<file path="config.mk">
export PLATFORM = sky130hd
export DESIGN_NAME = sag4fun_host
export DESIGN_NICKNAME = d
export VERILOG_FILES = /design/src/rtl/sag4fun_host.sv
export SDC_FILE = /design/constraint.sdc
export NUM_CORES = 1
export LEC_CHECK = 0
export CORE_ASPECT_RATIO = 1.1
export CORE_MARGIN = 1
export CORE_UTILIZATION = 35
export CTS_CLUSTER_SIZE = 8
export DETAILED_ROUTE_END_ITERATION = 6
export DONT_BUFFER_PORTS = 1
export PLACE_DENSITY = 0.53
export SLEW_MARGIN = 20
export SYNTH_ARGS = -nofsm -noshare
export SYNTH_HDL_FRONTEND = slang
export SYNTH_SLANG_ARGS = --single-unit
</file>
<file path="constraint.sdc">
create_clock -name clk_i -period 2.7 [get_ports clk_i]
set_clock_uncertainty 0.2 [all_clocks]
set_input_delay 0.405 -clock clk_i [delete_from_list [all_inputs] [get_ports clk_i]]
set_output_delay 0.405 -clock clk_i [all_outputs]
set_load 0.03 [all_outputs]
</file>
<file path="src/rtl/sag4fun_host.sv">
// Request front-end for a sequential SAG4Fun32S core: caches the loaded mask, issues ldm on a
// mask change, forwards the data operation and returns the result with a completion watchdog.
module sag4fun_host #(
  parameter int unsigned Timeout = 64
) (
  input  logic        clk_i,
  input  logic        rst_i,
  input  logic        flush_i,
  input  logic        req_valid_i,
  output logic        req_ready_o,
  input  logic        req_inv_i,
  input  logic        req_msk_i,
  input  logic [31:0] req_data_i,
  input  logic [31:0] req_mask_i,
  output logic        rsp_valid_o,
  input  logic        rsp_ready_i,
  output logic [31:0] rsp_data_o,
  output logic        rsp_err_o,
  output logic [15:0] mask_loads_o,
  output logic        sag_inv_o,
  output logic        sag_msk_o,
  output logic        sag_ldm_o,
  output logic        sag_start_o,
  output logic [31:0] sag_din_o,
  input  logic        sag_ready_i,
  input  logic [31:0] sag_dout_i
);

  typedef enum logic [2:0] {
    StIdle,
    StLdmIssue,
    StLdmWait,
    StOpIssue,
    StOpWait,
    StResp
  } state_e;

  localparam int unsigned CntW = (Timeout > 1) ? $clog2(Timeout) : 1;

  state_e          state_q, state_d;
  logic [CntW-1:0] wd_cnt_q, wd_cnt_d;
  logic            inv_q, inv_d;
  logic            msk_q, msk_d;
  logic [31:0]     data_q, data_d;
  logic [31:0]     mask_q, mask_d;
  logic            cache_valid_q, cache_valid_d;
  logic [31:0]     cache_mask_q, cache_mask_d;
  logic [31:0]     rsp_data_q, rsp_data_d;
  logic            rsp_err_q, rsp_err_d;
  logic [15:0]     mask_loads_q, mask_loads_d;
  logic            sag_inv_q, sag_inv_d;
  logic            sag_msk_q, sag_msk_d;
  logic            sag_ldm_q, sag_ldm_d;
  logic [31:0]     sag_din_q, sag_din_d;
  logic            wd_expired;
  logic            cache_hit;

  // Counter value of TIMEOUT-1 means this is the TIMEOUT-th cycle spent in the state.
  assign wd_expired = (Timeout != 0) && (wd_cnt_q == CntW'(Timeout - 1));
  assign cache_hit  = cache_valid_q && (req_mask_i == cache_mask_q) && !flush_i;

  always_comb begin
    state_d       = state_q;
    wd_cnt_d      = wd_cnt_q + CntW'(1);
    inv_d         = inv_q;
    msk_d         = msk_q;
    data_d        = data_q;
    mask_d        = mask_q;
    cache_valid_d = cache_valid_q;
    cache_mask_d  = cache_mask_q;
    rsp_data_d    = rsp_data_q;
    rsp_err_d     = rsp_err_q;
    mask_loads_d  = mask_loads_q;
    sag_inv_d     = sag_inv_q;
    sag_msk_d     = sag_msk_q;
    sag_ldm_d     = sag_ldm_q;
    sag_din_d     = sag_din_q;

    case (state_q)
      StIdle: begin
        if (req_valid_i) begin
          inv_d    = req_inv_i;
          msk_d    = req_msk_i;
          data_d   = req_data_i;
          mask_d   = req_mask_i;
          wd_cnt_d = '0;
          if (cache_hit) begin
            state_d   = StOpIssue;
            sag_ldm_d = 1'b0;
            sag_inv_d = req_inv_i;
            sag_msk_d = req_msk_i;
            sag_din_d = req_data_i;
          end else begin
            state_d   = StLdmIssue;
            sag_ldm_d = 1'b1;
            sag_inv_d = 1'b0;
            sag_msk_d = 1'b0;
            sag_din_d = req_mask_i;
          end
        end
      end
      StLdmIssue, StOpIssue: begin
        if (sag_ready_i) begin
          state_d  = (state_q == StLdmIssue) ? StLdmWait : StOpWait;
          wd_cnt_d = '0;
        end else if (wd_expired) begin
          state_d       = StResp;
          rsp_err_d     = 1'b1;
          rsp_data_d    = '0;
          cache_valid_d = 1'b0;
        end
      end
      StLdmWait: begin
        if (sag_ready_i) begin
          state_d       = StOpIssue;
          wd_cnt_d      = '0;
          cache_valid_d = 1'b1;
          cache_mask_d  = mask_q;
          if (mask_loads_q != 16'hFFFF) begin
            mask_loads_d = mask_loads_q + 16'd1;
          end
          sag_ldm_d = 1'b0;
          sag_inv_d = inv_q;
          sag_msk_d = msk_q;
          sag_din_d = data_q;
        end else if (wd_expired) begin
          state_d       = StResp;
          rsp_err_d     = 1'b1;
          rsp_data_d    = '0;
          cache_valid_d = 1'b0;
        end
      end
      StOpWait: begin
        if (sag_ready_i) begin
          state_d    = StResp;
          rsp_data_d = sag_dout_i;
          rsp_err_d  = 1'b0;
        end else if (wd_expired) begin
          state_d       = StResp;
          rsp_err_d     = 1'b1;
          rsp_data_d    = '0;
          cache_valid_d = 1'b0;
        end
      end
      StResp: begin
        if (rsp_ready_i) begin
          state_d = StIdle;
        end
      end
      default: state_d = StIdle;
    endcase

    // Flush overrides any cache fill happening on the same edge.
    if (flush_i) begin
      cache_valid_d = 1'b0;
    end
  end

  always_ff @(posedge clk_i) begin
    if (rst_i) begin
      state_q       <= StIdle;
      wd_cnt_q      <= '0;
      inv_q         <= 1'b0;
      msk_q         <= 1'b0;
      data_q        <= '0;
      mask_q        <= '0;
      cache_valid_q <= 1'b0;
      cache_mask_q  <= '0;
      rsp_data_q    <= '0;
      rsp_err_q     <= 1'b0;
      mask_loads_q  <= '0;
      sag_inv_q     <= 1'b0;
      sag_msk_q     <= 1'b0;
      sag_ldm_q     <= 1'b0;
      sag_din_q     <= '0;
    end else begin
      state_q       <= state_d;
      wd_cnt_q      <= wd_cnt_d;
      inv_q         <= inv_d;
      msk_q         <= msk_d;
      data_q        <= data_d;
      mask_q        <= mask_d;
      cache_valid_q <= cache_valid_d;
      cache_mask_q  <= cache_mask_d;
      rsp_data_q    <= rsp_data_d;
      rsp_err_q     <= rsp_err_d;
      mask_loads_q  <= mask_loads_d;
      sag_inv_q     <= sag_inv_d;
      sag_msk_q     <= sag_msk_d;
      sag_ldm_q     <= sag_ldm_d;
      sag_din_q     <= sag_din_d;
    end
  end

  assign req_ready_o  = (state_q == StIdle);
  assign rsp_valid_o  = (state_q == StResp);
  assign rsp_data_o   = rsp_data_q;
  assign rsp_err_o    = rsp_err_q;
  assign mask_loads_o = mask_loads_q;
  assign sag_start_o  = (state_q == StLdmIssue) || (state_q == StOpIssue);
  assign sag_inv_o    = sag_inv_q;
  assign sag_msk_o    = sag_msk_q;
  assign sag_ldm_o    = sag_ldm_q;
  assign sag_din_o    = sag_din_q;

endmodule

</file>
==> impl_results.md <==
- Outcome: complete, no violations
- Dominant cells by area after synthesis: dfxtp_1 (43%), nand2_1 (8.7%), a21oi_1 (5.8%), a31oi_1 (4.6%), o2111a_1 (4.0%)
- Overall power: 7.33 mW
- Initial DRT Pass Iterations: 5
- Initial antenna violation count: 0
- Post-synth top area share: 43.1%
- Area leader, netlist: dfxtp_1
- Vias in the first global route: 8224
- Starting density of the core: 36.0%
- Core ar.: 24800 sq um
- Most frequent cells in the layout: nand2_1 (207), dfxtp_1 (191), dlygate4sd3_1 (115)
- Post-synth EDFFs: 0
- MaxCap Viol Count: 0
- #FFs+latches synth: 192
- Maximum vdd drop: 0.329 mV
- CTS Buf Count: 17
- Routed Antenna Nets: 0
- Max Freq: 392 MHz
- Ant diodes: 0
- HPWL after DPL: 16300 um
- Tightest Pin Transition: 0.991 ns
- Yosys cell types: 53
- Sequential area share after synthesis: 43.1%
- Dpl ws: 0.295 ns
- Finished Core Util: 44.8%
- Final cell area excluding filler cells: 11100 sq um
- FP Rows: 60
- Period utilization: 94.4%
- Clock transition at path regs: 0.08 ns
- DRC violations left: 0
- Setup CP Type: reg -> reg
- Hold WS: 0.0444 ns
- CP max stage delay: 0.56 ns
- Total wire length: 29100 um
- Critical path arrival: 2.73 ns
- IO Count: 191
- Synth Warn #: 0
- Gr usage total: 22.3%
- Area Growth Syn to Fin: 24.3%
- Vias per cell: 5.79
- Die area: 26100 sq um
- Critical-path top delay cell: dlygate4sd3_1
- WL/cell: 19.7 um
- Final WS setup: 0.150 ns
- Post-Syn Instances: 1089
- Main synth FF type: dfxtp_1
- Number of setup violations in the final report: 0
- Syn Area/Cell: 8.19 sq um
- Chip width: 154 um
- Clock buffer depth: 2
- Critical-path cell list: ha_1, and3_1, a31oi_2, a2bb2oi_2, buf_12, a22oi_1, nor2_1, dlygate4sd3_1
- Gp weighted congestion: 0.759
- Hold WC Path Type: in -> reg
- First-pass GRT wire length: 45800 um
- Final Slew Violations: 0
- Vias: 8564
- Max_slew headroom: 33.8%
- Crit end category: flip-flop
- Syn_nets: 1195
- Pwr per Cell Area: 661 nW/um^2
- Placed inst area: 9290 sq um
- I/O Buffers: 0
- Final setup TNS: 0 ns
- Clock Latency Late Sink: 0.43 ns
- Fraction of registers with async set/reset: 0%
- Final Hold Fails: 0
- Most common cell after layout, fill and taps aside: nand2_1
- Buffers plus inverters on the worst setup path: 2
- Share of cells above drive strength 1: 7.19%
- CP Launch Type: flip-flop
- Final nets: 1262
- Synthesized area: 8920 sq um
- Placed cell count: 1331
- 1st-iter DRT viols: 730
- Post-route insts no fill: 1479
- Overflow after GRT: 0
- Die Span Y: 169 um
- Largest net degree at the start of global routing: 114
- Final min period: 2.55 ns
- H-tree level count: 4
- CTS Root Cell: clkbuf_16
- Clk sinks: 192
- Post-CTS setup buffer count: 0
- Lkg Pwr: 4.23 nW
- RSZ-0062 raised after global routing: no
- Crit-path max FO: 32
- Data required time of the critical path: 2.88 ns
- CTS tree: built
- Delay-heaviest family, CP: buffers and inverters
## metal layers
layer / wire length, um / track usage [%] / part of all wire (%)
met1: 12900 / 28.5 / 44
met2: 13600 / 36.7 / 47
met3: 1990 / 5.01 / 6.8
met4: 620 / 7.96 / 2.1
met5: 0 / 0 / 0
## final cells by class
type | instances | area [sq um]
Multi-Input combinational cell | 789 | 4690
Clock inverter | 15 | 171
Timing Repair Buffer | 151 | 1550
Sequential cell | 192 | 3840
Clock buffer | 17 | 425
Tap cell | 310 | 388
Inverter | 5 | 18.8
Fill cell | 2460 | 13700
## synthesized netlist by cell type (3+ instances only)
library cell / instances
o211ai_1: 32
xor2_1: 7
a21oi_1: 104
a31oi_1: 66
o2111a_1: 32
nand4_1: 17
nor2b_1: 3
and3_1: 34
nand2_1: 207
buf_2: 30
or3_1: 4
o21ai_0: 6
buf_1: 5
a22oi_1: 32
nand3_1: 18
nor4_1: 4
o22ai_1: 33
clkbuf_1: 64
dfxtp_1: 192
nand2b_1: 9
xnor2_1: 40
a211o_1: 32
nor2_1: 65
inv_1: 5
nor3_1: 12
## final timing paths
kind / from / to / slack (ns) / cells past startpoint
hold reg to reg: wd_cnt_q[0] / wd_cnt_q[0] / 0.25 / 1
setup reg to reg: wd_cnt_q[0] / rsp_data_o[31] / 0.15 / 8
setup / recovery: wd_cnt_q[0] / rsp_data_o[31] / 0.15 / 8
hold / removal: req_data_i[25] / sag_din_o[25] / 0.04 / 2
## timing repair
action / in CTS / in global routing
hold buffers: 116 / 0
resized for setup: 0 / 6
hold endpoints to repair: 152 / 0
endpoints found under the setup margin: 0 / 28
## report_power, final
part | leakage [nW] | switching, mW | internal (mW)
registers | 1.57 | 0.499 | 3.07
clock network | 0.291 | 1.26 | 1.32
logic | 2.37 | 0.646 | 0.536
## registers in the layout (all words and copies together), names as in the netlist, 3 cells and up
register and cells:
sag_din_o 32, data_q 32, rsp_data_o 32, wd_cnt_q 6
cache_mask_q 32, state_q 3, mask_loads_o 16, mask_q 32
## logic make-up (layout without fill, tap and decap cells)
group           after synthesis  count (layout)  share of synthesized area, %
simple gates                388             388                          19.6
buf+inv                     108             188                          5.22
fa+ha+maj                     3               3                         0.393
flops                       192             192                          43.1
xor+xnor                     47              47                          4.62
compound gates              349             349                          26.8
mux                           2               2                         0.238
No activity file was read; power rests on OpenSTA's default activity.
